File: config.mk
export PLATFORM = sky130hd
export DESIGN_NAME = uart_matrix_parser
export DESIGN_NICKNAME = d
export VERILOG_FILES = /design/src/rtl/uart_parser_pkg.sv /design/src/rtl/dec_accum.sv /design/src/rtl/uart_matrix_parser.sv
export SDC_FILE = /design/constraint.sdc
export NUM_CORES = 1
export LEC_CHECK = 0
export BUFFER_PORTS_ARGS = -buffer_cell sky130_fd_sc_hd__buf_2
export CORE_AREA = 2 2 168 170
export CTS_CLUSTER_DIAMETER = 100
export DETAILED_ROUTE_END_ITERATION = 7
export DIE_AREA = 0 0 170 172
export GPL_TIMING_DRIVEN = 1
export PLACE_DENSITY = 0.66
export SYNTH_ARGS = -nofsm -noshare
export SYNTH_HDL_FRONTEND = slang
export SYNTH_SLANG_ARGS = --single-unit
File: constraint.sdc
create_clock -name clk -period 5.6 [get_ports clk]
set_input_delay 1.68 -clock clk [delete_from_list [all_inputs] [get_ports clk]]
set_output_delay 1.68 -clock clk [all_outputs]
set_load 0.005 [all_outputs]
File: src/rtl/uart_parser_pkg.sv
// Shared definitions for the UART matrix parser.
// Holds the FSM state encoding, the err_code values, the ASCII byte constants
// and the byte classification helpers used by the parser and its accumulator.
package uart_parser_pkg;

  // FSM state encoding
  localparam logic [2:0] S_IDLE     = 3'd0;
  localparam logic [2:0] S_GET_ROWS = 3'd1;
  localparam logic [2:0] S_GET_COLS = 3'd2;
  localparam logic [2:0] S_GET_ELEM = 3'd3;
  localparam logic [2:0] S_DONE     = 3'd4;
  localparam logic [2:0] S_ERROR    = 3'd5;

  // err_code values
  localparam logic [2:0] ERR_NONE     = 3'd0;
  localparam logic [2:0] ERR_BAD_DIM  = 3'd1;
  localparam logic [2:0] ERR_BAD_CHAR = 3'd2;
  localparam logic [2:0] ERR_OVERFLOW = 3'd3;
  localparam logic [2:0] ERR_TIMEOUT  = 3'd4;

  // ASCII bytes of interest
  localparam logic [7:0] ASCII_0     = 8'h30;
  localparam logic [7:0] ASCII_9     = 8'h39;
  localparam logic [7:0] ASCII_SPACE = 8'h20;
  localparam logic [7:0] ASCII_COMMA = 8'h2C;
  localparam logic [7:0] ASCII_CR    = 8'h0D;
  localparam logic [7:0] ASCII_LF    = 8'h0A;

  function automatic logic is_digit(input logic [7:0] b);
    return (b >= ASCII_0) && (b <= ASCII_9);
  endfunction

  function automatic logic is_sep(input logic [7:0] b);
    return (b == ASCII_SPACE) || (b == ASCII_COMMA) ||
           (b == ASCII_CR)    || (b == ASCII_LF);
  endfunction

  // Numeric value of a digit byte; meaningless for non-digits.
  function automatic logic [3:0] digit_val(input logic [7:0] b);
    return 4'(b - ASCII_0);
  endfunction

endpackage

File: src/rtl/dec_accum.sv
// Decimal accumulator step: next_acc = (clear ? 0 : acc) * 10 + digit.
// Ports: acc (current value), digit (0..9), clear (start a new token),
//        next_acc (updated value), ovf (next_acc exceeds 2^ELEM_W-1).
// The accumulator is 4 bits wider than an element so that any legal value
// times ten plus nine still fits without wrapping.
module dec_accum #(
  parameter int unsigned ELEM_W = 8
) (
  input  logic [ELEM_W+3:0] acc,
  input  logic [3:0]        digit,
  input  logic              clear,
  output logic [ELEM_W+3:0] next_acc,
  output logic              ovf
);

  localparam int unsigned AW = ELEM_W + 4;
  localparam logic [AW-1:0] ELEM_MAX = {4'b0000, {ELEM_W{1'b1}}};

  logic [AW-1:0] base;

  always_comb begin
    base     = clear ? '0 : acc;
    next_acc = (base * AW'(10)) + AW'(digit);
    ovf      = next_acc > ELEM_MAX;
  end

endmodule

File: src/rtl/uart_matrix_parser.sv
// Byte-stream to matrix parser sitting between the UART receiver and the
// matrix storage/compute units. Accepts "<rows><cols><elements...>" with
// single-digit dimensions and either multi-digit decimal tokens or, in
// compact mode, one element per digit.
// Ports:
//   clk, rst                 clock, synchronous active-high reset
//   rx_data, rx_ready        received byte and its one-cycle strobe
//   parser_start             level; rising edge begins a parse
//   parser_abort             pulse; back to idle without an error
//   compact_mode             sampled on the start edge
//   rows, cols               parsed dimensions
//   matrix_flat              packed row-major matrix, zero padded
//   elem_count               elements stored so far
//   data_valid               one-cycle completion pulse
//   parser_busy              parse in progress
//   parse_error, err_code    error flag and cause
module uart_matrix_parser
  import uart_parser_pkg::*;
#(
  parameter int unsigned MAX_DIM     = 5,
  parameter int unsigned ELEM_W      = 8,
  parameter int unsigned TIMEOUT_CYC = 50_000_000,
  localparam int unsigned DW = $clog2(MAX_DIM + 1),
  localparam int unsigned CW = $clog2(MAX_DIM * MAX_DIM + 1)
) (
  input  logic                                clk,
  input  logic                                rst,
  input  logic [7:0]                          rx_data,
  input  logic                                rx_ready,
  input  logic                                parser_start,
  input  logic                                parser_abort,
  input  logic                                compact_mode,
  output logic [DW-1:0]                       rows,
  output logic [DW-1:0]                       cols,
  output logic [MAX_DIM*MAX_DIM*ELEM_W-1:0]   matrix_flat,
  output logic [CW-1:0]                       elem_count,
  output logic                                data_valid,
  output logic                                parser_busy,
  output logic                                parse_error,
  output logic [2:0]                          err_code
);

  localparam int unsigned NE = MAX_DIM * MAX_DIM;
  localparam int unsigned AW = ELEM_W + 4;

  logic [2:0]        state, state_n;
  logic              start_d;
  logic              compact;
  logic [DW-1:0]     row_idx, col_idx;
  logic [AW-1:0]     acc, next_acc;
  logic              have_digit;
  logic              ovf;
  logic              timeout_hit;

  logic              start_edge, in_get, b_dig, b_sep, dim_ok, last_elem, col_wrap;
  logic [3:0]        b_val;
  logic [CW-1:0]     wr_idx;

  logic              go_clear, set_rows, set_cols, acc_upd, acc_clr, wr_en, err_set;
  logic [ELEM_W-1:0] wr_val;
  logic [2:0]        err_val;

  // Byte classification and index helpers
  always_comb begin
    start_edge = parser_start & ~start_d;
    in_get     = (state == S_GET_ROWS) || (state == S_GET_COLS) || (state == S_GET_ELEM);
    b_dig      = is_digit(rx_data);
    b_sep      = is_sep(rx_data);
    b_val      = digit_val(rx_data);
    dim_ok     = (b_val != 4'd0) && (32'(b_val) <= MAX_DIM);
    col_wrap   = (col_idx == cols - DW'(1));
    last_elem  = col_wrap && (row_idx == rows - DW'(1));
    wr_idx     = (CW'(row_idx) * CW'(MAX_DIM)) + CW'(col_idx);
  end

  dec_accum #(.ELEM_W(ELEM_W)) u_dec_accum (
    .acc      (acc),
    .digit    (b_val),
    .clear    (~have_digit),
    .next_acc (next_acc),
    .ovf      (ovf)
  );

  // Inactivity timer: counts quiet cycles in the GET states only
  generate
    if (TIMEOUT_CYC > 0) begin : g_timeout
      localparam int unsigned TW = $clog2(TIMEOUT_CYC + 1);
      logic [TW-1:0] to_cnt;

      always_ff @(posedge clk) begin
        if (rst || !in_get || rx_ready) begin
          to_cnt <= '0;
        end else begin
          to_cnt <= to_cnt + TW'(1);
        end
      end

      // Fires on the cycle that would make the quiet count reach TIMEOUT_CYC
      assign timeout_hit = in_get && (to_cnt == TW'(TIMEOUT_CYC - 1));
    end else begin : g_no_timeout
      assign timeout_hit = 1'b0;
    end
  endgenerate

  // State register
  always_ff @(posedge clk) begin
    if (rst) begin
      state <= S_IDLE;
    end else begin
      state <= state_n;
    end
  end

  // Next-state and datapath control
  always_comb begin
    state_n  = state;
    go_clear = 1'b0;
    set_rows = 1'b0;
    set_cols = 1'b0;
    acc_upd  = 1'b0;
    acc_clr  = 1'b0;
    wr_en    = 1'b0;
    wr_val   = '0;
    err_set  = 1'b0;
    err_val  = ERR_NONE;
    case (state)
      S_IDLE: begin
        if (start_edge) begin
          state_n  = S_GET_ROWS;
          go_clear = 1'b1;
        end
      end
      S_GET_ROWS, S_GET_COLS: begin
        if (parser_abort) begin
          state_n = S_IDLE;
        end else if (timeout_hit) begin
          err_set = 1'b1;
          err_val = ERR_TIMEOUT;
        end else if (rx_ready && !b_sep) begin
          if (!b_dig) begin
            err_set = 1'b1;
            err_val = ERR_BAD_CHAR;
          end else if (!dim_ok) begin
            err_set = 1'b1;
            err_val = ERR_BAD_DIM;
          end else if (state == S_GET_ROWS) begin
            set_rows = 1'b1;
            state_n  = S_GET_COLS;
          end else begin
            set_cols = 1'b1;
            state_n  = S_GET_ELEM;
          end
        end
      end
      S_GET_ELEM: begin
        if (parser_abort) begin
          state_n = S_IDLE;
        end else if (timeout_hit) begin
          err_set = 1'b1;
          err_val = ERR_TIMEOUT;
        end else if (rx_ready) begin
          if (b_dig && compact) begin
            wr_en  = 1'b1;
            wr_val = ELEM_W'(b_val);
          end else if (b_dig) begin
            if (ovf) begin
              err_set = 1'b1;
              err_val = ERR_OVERFLOW;
            end else begin
              acc_upd = 1'b1;
            end
          end else if (b_sep) begin
            // Only the first separator after a token commits it
            if (!compact && have_digit) begin
              wr_en   = 1'b1;
              wr_val  = acc[ELEM_W-1:0];
              acc_clr = 1'b1;
            end
          end else begin
            err_set = 1'b1;
            err_val = ERR_BAD_CHAR;
          end
          if (wr_en && last_elem) begin
            state_n = S_DONE;
          end
        end
      end
      S_DONE, S_ERROR: begin
        if (parser_abort || !parser_start) begin
          state_n = S_IDLE;
        end
      end
      default: state_n = S_IDLE;
    endcase
    if (err_set) begin
      state_n = S_ERROR;
    end
  end

  // Datapath and registered outputs
  always_ff @(posedge clk) begin
    if (rst) begin
      start_d     <= 1'b0;
      compact     <= 1'b0;
      row_idx     <= '0;
      col_idx     <= '0;
      acc         <= '0;
      have_digit  <= 1'b0;
      rows        <= '0;
      cols        <= '0;
      matrix_flat <= '0;
      elem_count  <= '0;
      data_valid  <= 1'b0;
      parser_busy <= 1'b0;
      parse_error <= 1'b0;
      err_code    <= ERR_NONE;
    end else begin
      start_d     <= parser_start;
      data_valid  <= (state_n == S_DONE) && (state != S_DONE);
      parser_busy <= (state_n == S_GET_ROWS) || (state_n == S_GET_COLS) ||
                     (state_n == S_GET_ELEM);
      parse_error <= (state_n == S_ERROR);

      if (go_clear) begin
        compact     <= compact_mode;
        row_idx     <= '0;
        col_idx     <= '0;
        rows        <= '0;
        cols        <= '0;
        matrix_flat <= '0;
        elem_count  <= '0;
        err_code    <= ERR_NONE;
      end

      if (set_rows) rows <= DW'(b_val);
      if (set_cols) cols <= DW'(b_val);
      if (err_set)  err_code <= err_val;

      if (go_clear || acc_clr) begin
        acc        <= '0;
        have_digit <= 1'b0;
      end else if (acc_upd) begin
        acc        <= next_acc;
        have_digit <= 1'b1;
      end

      if (wr_en) begin
        for (int unsigned k = 0; k < NE; k++) begin
          if (wr_idx == CW'(k)) begin
            matrix_flat[k*ELEM_W +: ELEM_W] <= wr_val;
          end
        end
        elem_count <= elem_count + CW'(1);
        // Row-major advance
        if (col_wrap) begin
          col_idx <= '0;
          row_idx <= row_idx + DW'(1);
        end else begin
          col_idx <= col_idx + DW'(1);
        end
      end
    end
  end

endmodule
==> reports/results.tsv, run 1 <==
stage	metric	value	unit
run_status	outcome	complete, no violations	
setup_path	slowest stage delay, CP	0.84	ns
floorplan	Ports	231	
drt	M1 WL	16.1	mm
setup_path	crit-path max FO	24	
setup_path	Worst path top cell family by delay	simple AND/OR/NAND/NOR gates	
layout	commonest non-fill, non-tap cell in the layout	dfxtp_1	
sta	RSZ-0062 raised after global routing	no	
pwr	P_leak	5.69	nW
setup_path	Worst Path Required	5.97	ns
global_route	GRT Residual Overflow	0	
sta	worst slew pin tran	1.12	ns
cts	post-CTS setup buffer count	0	
sta	Tcrit/Tclk final	71.6	%
cts	insertion delay to the later sink of the worst-skew pair	0.56	ns
pwr	Max VDD drop	0.198	mV
sta	final worst slack	1.59	ns
setup_path	R2R depth	10	
cts	CTS tree	done	
global_route	largest net degree at the start of global routing	125	
layout	synth-to-layout area growth	18.5	%
cts	CTS buffer count	29	
global_route	initial antenna violation count	1	
sta	Final min period	4.01	ns
global_route	number of global-route vias before repair	9858	
sta	Max Fclk	0.249	GHz
pwr	Power per Cell Area	289	nW/um2
cts	root buffer cell	clkbuf_16	
cts	Clock Sinks	266	
cts	number of hold buffers added after CTS	0	
setup_path	worst r2r src	have_digit	
drt	DR iter-0 viols	1135	
place	placed wire-length estimate	23.8	mm
setup_path	Critical Path Sink Type	register	
layout	Final #Nets	1696	
floorplan	Starting Density	44.2	%
logic_synthesis	sequential share of the synthesized area	43.9	%
sta	Max Slew Vio Count	0	
logic_synthesis	asr flop ratio synth	0	%
setup_path	Critical Path Source Type	input pin	
logic_synthesis	Synth Flop Type	dfxtp_1	
floorplan	full die area	29200	um2
min_path	min-delay worst type	reg -> reg	
setup_path	worst setup path startpoint	rx_data[4]	
drt	DRT antenna net count	0	
drt	Vias	11200	
global_route	first-pass GRT wire length	55.1	mm
layout	commonest non-fill, non-tap cells in the layout	dfxtp_1, nand2_1, buf_2	
logic_synthesis	Ys Warns	0	
place	GP Congestion	0.847	
setup_path	Reg-to-Reg End	acc[8]	
floorplan	core area	27500	um2
logic_synthesis	Post-Synthesis Net Count	1537	
setup_path	CP endpoint	matrix_flat[21]	
layout	layout cells sized above 1	20.5	%
setup_path	Worst Path Buf+Inv	1	
layout	FF+latch area	5330	um2
setup_path	Worst path slowest cell	nor3_2	
place	# port buffers	230	
logic_synthesis	Synth Area per Inst	8.13	um2
global_route	Total Routing Usage GR	23.6	%
cts	clock-pin slew on the worst setup and hold paths	0.06	ns
setup_path	flop-to-flop setup slack	1.85	ns
logic_synthesis	Synth Area in Compound Gates	13.3	%
cts	Max clock buf depth	3	
floorplan	die height	172	um
drt	vias per inst	5.55	
setup_path	stages on the worst setup path	8	
place	pre-CTS WS	1.07	ns
logic_synthesis	#FFs+latches synth	266	
logic_synthesis	post-synthesis adder-cell area fraction	3.32	%
setup_path	Crit Path Class	in -> reg	
floorplan	die width	170	um
sta	Slew HR	25.5	%
setup_path	crit path cell chain	buf_2 > nor3_1 > nand2_1 > o211ai_2 > nand3_2 > nor3_2 > nand3b_1 > a21oi_1	
logic_synthesis	Post-Synth XOR/XNOR Area	3.36	%
drt	DRT Wirelength	36.3	mm
min_path	worst hold start	g_timeout.to_cnt[0]	
logic_synthesis	multiplexer area fraction after synthesis	1.25	%
layout	area of the multi-input gates	6240	um2
drt	met3 wire length	2.11	mm
logic_synthesis	simple-gate share of the synthesized area	30.0	%
cts	Post-CTS Resized	0	
setup_path	CP arrival	4.38	ns
logic_synthesis	Cell Area, Synth	12100	um2
cts	H-tree level count	1	
drt	routed wl met2	17.3	mm
drt	wire length per cell after detailed routing	17.9	um
logic_synthesis	number of flops mapped to enable cells by yosys	0	
drt	DRT Pass-1 Iters	7	
sta	Final Skew	0.0248	ns
layout	final std cell area, no fill	14400	um2
job	max_cap viols	0	
sta	final-report hold violation count	0	
sta	# setup viols final	0	
layout	fillcell total	2625	
logic_synthesis	largest family of logic cells by synthesized area	simple AND/OR/NAND/NOR gates	
drt	top sig layer	met4	
sta	Fin Setup TNS	0	ns
drt	Residual DRC	0	
logic_synthesis	Synth cell types	76	
logic_synthesis	cells after synthesis	1492	
floorplan	FP Rows	61	
place	placed cell areas	13300	um2
layout	final core occ	52.3	%
routing by layer:
layer  track usage [%]  vias up
li1                  -     5507
met4              6.24        0
met2              39.8      357
met3              3.52       46
met5                 0        -
met1              31.7     5310
registers in the layout, summed over array words and instances, names as in the netlist:
name              cells
start_d               1
acc                  11
elem_count            5
state                 3
row_idx               3
g_timeout.to_cnt     26
compact               1
cols                  3
matrix_flat         200
err_code              3
have_digit            1
parser_busy           1
data_valid            1
col_idx               3
rows                  3
parse_error           1
synth_stat cells, types with 9 or more instances:
cell	count	share of area, %
nor3_2	12	0.99
nand2b_1	11	0.57
xor2_1	27	1.9
dfxtp_1	266	44
nand3_1	197	8.1
nand2_1	262	8.1
buf_2	34	1.4
nand4_1	10	0.52
nor2b_1	9	0.46
mux2i_1	14	1.2
ha_1	29	3.0
nor3_1	9	0.37
and3_1	20	1.0
xnor2_1	17	1.2
o21ai_0	15	0.62
and2_1	21	1.1
a21oi_1	228	9.4
inv_1	10	0.31
or3_1	15	0.77
nor2_1	63	1.9
buf_1	9	0.28
or2_2	10	0.52
clkbuf_1	62	1.9
nand3b_1	34	2.1
area by class of cell:
class	instances	share of cell area, %
Sequential cell	266	37.0
Inverter	10	0.261
Clock inverter	18	1.92
Antenna cell	1	0.0174
Multi-Input combinational cell	1100	43.4
Clock buffer	35	5.48
Tap cell	346	3.01
Timing Repair Buffer	244	8.87
worst register-to-register path, stage by stage (launching register included):
cell       delay (ns)
dfxtp_1          0.62
inv_1            0.24
nor2_1           0.25
ha_1             0.28
a211oi_2         0.35
o211ai_1         0.18
a211o_1          0.33
a211oi_1         0.33
o2bb2ai_1        0.24
nand2_1          0.46
and3_1           0.36
cell families after synthesis:
group	after synthesis
flip-flops	266
buffers and inverters	126
multiplexers	15
XOR/XNOR	45
AND/OR/NAND/NOR	716
AO/OA/AOI/OAI	293
adder cells (fa/ha/maj)	31
power by group:
part           switching (W)  total (W)  internal, W
Clock               0.000802    0.00212      0.00132
Combinational       0.000104   0.000127    0.0000232
Sequential        0.00000372    0.00190      0.00190
through the flow:
step                      total power [W]  hold slack, ns  cells
after global placement            0.00207           0.442   1966
after detailed placement          0.00207           0.452   1966
after global routing              0.00427           0.477   2020
after CTS                         0.00418           0.461   2019
after floorplan                   0.00203           0.426   1492
final                             0.00415           0.459   2020
worst min path at each step:
| stage | depth (start not counted) | to | slack [ns] |
|---|---|---|---|
| floorplan | 1 | g_timeout.to_cnt[0] | 0.43 |
| global placement | 2 | err_code[0] | 0.44 |
| detailed placement | 2 | err_code[0] | 0.45 |
| CTS | 2 | matrix_flat[98] | 0.46 |
| global route | 2 | matrix_flat[77] | 0.48 |
| finish | 1 | g_timeout.to_cnt[0] | 0.46 |
Note: power is estimated with default switching activity, not from simulation.
==> inputs of run 2 (changes only) <==
--- a/config.mk
+++ b/config.mk
@@ -5,11 +5,12 @@
 export SDC_FILE = /design/constraint.sdc
 export NUM_CORES = 1
 export LEC_CHECK = 0
+export ABC_AREA = 1
 export BUFFER_PORTS_ARGS = -buffer_cell sky130_fd_sc_hd__buf_2
-export CORE_AREA = 2 2 168 170
+export CORE_AREA = 2 2 169 171
 export CTS_CLUSTER_DIAMETER = 100
 export DETAILED_ROUTE_END_ITERATION = 7
-export DIE_AREA = 0 0 170 172
+export DIE_AREA = 0 0 171 173
 export GPL_TIMING_DRIVEN = 1
 export PLACE_DENSITY = 0.66
 export SYNTH_ARGS = -nofsm -noshare
==> constraint.sdc (replaced) <==
create_clock -name clk -period 4.1 [get_ports clk]
set_input_delay 1.23 -clock clk [delete_from_list [all_inputs] [get_ports clk]]
set_output_delay 1.23 -clock clk [all_outputs]
set_load 0.005 [all_outputs]
==> run 2 against run 1 <==
- die area increased by 1.2%
- largest cell class unchanged
- sequential cell count did not move
- cell area grew 2.6%
- highest routed layer unchanged
- critical endpoint is now acc[6]
- critical path type is now reg -> reg
==> reports/results.tsv, run 2 <==
stage	metric	value	unit
global_route	Total Routing Usage GR	23.7	%
floorplan	full die area	29600	um2
drt	wire length per cell after detailed routing	15.9	um
floorplan	core area	27600	um2
logic_synthesis	Synth cell types	53	
setup_path	CP endpoint	acc[6]	
place	pre-CTS WS	0.488	ns
sta	final worst slack	0.524	ns
setup_path	Worst Path Required	4.57	ns
layout	final std cell area, no fill	14800	um2
drt	Vias	11800	
logic_synthesis	Yosys top cell by area	dfxtp_1	
layout	synth-to-layout area growth	19.0	%
pwr	Power per Cell Area	357	nW/um2
layout	commonest non-fill, non-tap cell in the layout	nand2_1	
place	placed cell areas	13900	um2
min_path	min-delay worst type	reg -> reg	
sta	Final Skew	0.0131	ns
pwr	total chip power	0.00527	W
sta	Slew HR	37.9	%
logic_synthesis	#FFs+latches synth	266	
setup_path	cell mode on critical path	nand2_1	
logic_synthesis	Area contributors post-synth	dfxtp_1, nand2_1, a21oi_1, a211oi_1, nor2_1	
floorplan	die height	173	um
floorplan	FP Rows	61	
sta	final-report hold violation count	0	
floorplan	Starting Density	44.9	%
layout	fillcell total	2687	
logic_synthesis	asr flop ratio synth	0	%
global_route	initial antenna violation count	0	
sta	RSZ-0062 raised after global routing	no	
layout	max reg flops	200	
drt	vias per inst	5.17	
cts	CTS tree	done	
logic_synthesis	sequential share of the synthesized area	43.0	%
sta	# setup viols final	0	
logic_synthesis	cells after synthesis	1702	
pwr	P_leak	6.91	nW
cts	clock-pin slew on the worst setup and hold paths	0.06	ns
global_route	largest net degree at the start of global routing	170	
layout	layout cells sized above 1	18.0	%
place	placed wire-length estimate	23.9	mm
drt	DRT Pass-1 Iters	5	
sta	Max Slew Vio Count	0	
logic_synthesis	number of flops mapped to enable cells by yosys	0	
sta	Final min period	3.58	ns
pwr	Max VDD drop	0.250	mV
layout	commonest non-fill, non-tap cells in the layout	nand2_1, dfxtp_1, buf_2	
setup_path	Critical Path Source Type	register	
layout	Antenna diodes	0	
job	max_cap viols	0	
cts	Max clock buf depth	3	
global_route	number of global-route vias before repair	10800	
logic_synthesis	Synth Flop Type	dfxtp_1	
cts	root buffer cell	clkbuf_16	
setup_path	Critical Path Sink Type	register	
cts	Post-CTS Resized	0	
setup_path	Crit Path Class	reg -> reg	
sta	worst hold slack	0.446	ns
logic_synthesis	Synth Area per Inst	7.28	um2
floorplan	Ports	231	
setup_path	Reg-to-Reg End	acc[6]	
sta	Max Fclk	0.280	GHz
logic_synthesis	Ys Warns	0	
setup_path	worst setup path startpoint	acc[3]	
sta	Fin Setup TNS	0	ns
drt	Residual DRC	0	
setup_path	R2R depth	19	
global_route	first-pass GRT wire length	57.4	mm
setup_path	slowest stage delay, CP	0.56	ns
cts	Clock Sinks	266	
cts	H-tree level count	1	
setup_path	flop-to-flop setup slack	0.52	ns
setup_path	Worst path slowest cell	fa_1	
drt	DRT Wirelength	36.3	mm
layout	biggest regs	matrix_flat x200, g_timeout.to_cnt x26, acc x11	
run_status	outcome	complete, no violations	
place	# port buffers	230	
setup_path	crit-path max FO	11	
cts	post-CTS setup buffer count	0	
logic_synthesis	Cell Area, Synth	12400	um2
setup_path	worst r2r src	acc[3]	
drt	DR iter-0 viols	841	
logic_synthesis	most common cell in the synthesized netlist	nand2_1	
layout	Final #Nets	1929	
cts	CTS buffer count	28	
layout	Biggest register	matrix_flat	
sta	worst slew pin tran	0.932	ns
logic_synthesis	synth cell count leaders	nand2_1, dfxtp_1, nor2_1	
sta	Tcrit/Tclk final	87.2	%
global_route	GRT Residual Overflow	0	
logic_synthesis	Post-Synthesis Net Count	1747	
setup_path	CP arrival	4.04	ns
logic_synthesis	post-synth top area share	43.0	%
cts	insertion delay to the later sink of the worst-skew pair	0.54	ns
min_path	Hold Crit Depth	2	
setup_path	crit path cell chain	inv_1 > nor2_1 > nor2_1 > ha_1 > fa_1 > nand2_1 > nor2_2 > nand2_1 > nor2_2 > nand2_1 > nand2_1 > nand3_1 > nor2_1 > nand3_1 > inv_1 > nand3_2 > inv_1 > nand3_1 > a21oi_1	
drt	DRT antenna net count	0	
cts	number of hold buffers added after CTS	0	
floorplan	die width	171	um
place	GP Congestion	0.882	
[run 2: changes by cell type after synthesis, sizes merged, moves of 73 or more]
cell / delta
o21ai: +73
nand2: +216
a211oi: +96
nand3: -154
inv: +108
nor2: +126
[run 2: worst min-delay path by stage]
stage / start / endpoint
2_1_floorplan: g_timeout.to_cnt[0] / g_timeout.to_cnt[0]
3_3_place_gp: g_timeout.to_cnt[0] / g_timeout.to_cnt[0]
3_5_place_dp: acc[9] / acc[9]
4_1_cts: acc[9] / acc[9]
5_1_grt: matrix_flat[154] / matrix_flat[154]
6_report: acc[9] / acc[9]
[run 2: layout make-up]
cell class	instances	area (um2)	share of cell area, %
Sequential cell	266	5330	36.1
Clock buffer	43	838	5.68
Inverter	119	454	3.08
Clock inverter	7	63.8	0.433
Multi-Input combinational cell	1217	6240	42.3
Tap cell	378	473	3.21
Timing Repair Buffer	252	1360	9.22
[run 2: per-layer routing]
layer,up-vias,track usage [%],share of wire (%)
met5,-,0,0
met4,0,7.42,2.9
met3,68,4.85,6.9
met2,349,37.5,45
met1,5356,32.4,45
li1,6023,-,-
[run 2: metrics by stage]
stage | util [%] | instances
floorplan | - | 1702
global placement | 50.1 | 2232
detailed placement | 50.1 | 2232
CTS | 53.4 | 2282
global route | 53.4 | 2282
finish | 53.4 | 2282
[run 2: cells by family (layout without fill, tap and decap cells)]
| group | count (synthesis) | in the layout | synth area share, % |
|---|---|---|---|
| AND/OR/NAND/NOR | 783 | 783 | 26.8 |
| AO/OA/AOI/OAI | 386 | 386 | 18.5 |
| flip-flops | 266 | 266 | 43.0 |
| buffers and inverters | 219 | 421 | 7.19 |
| adder cells (fa/ha/maj) | 31 | 31 | 3.25 |
| XOR/XNOR | 17 | 17 | 1.35 |
[run 2: worst max-delay path: cells and delay by family, from the launching register on]
family	cells	cell delay, ns
and+or+nand+nor	13	1.67
adders and majority gates	2	0.81
buffers and inverters	3	0.46
DFF	1	0.42
AOI/OAI and AO/OA	1	0.13
[run 2: where the power goes]
group          switching, W  total (W)  internal (W)
clock               0.00103    0.00250       0.00146
sequential       0.00000328    0.00259       0.00259
combinational      0.000140   0.000178     0.0000378
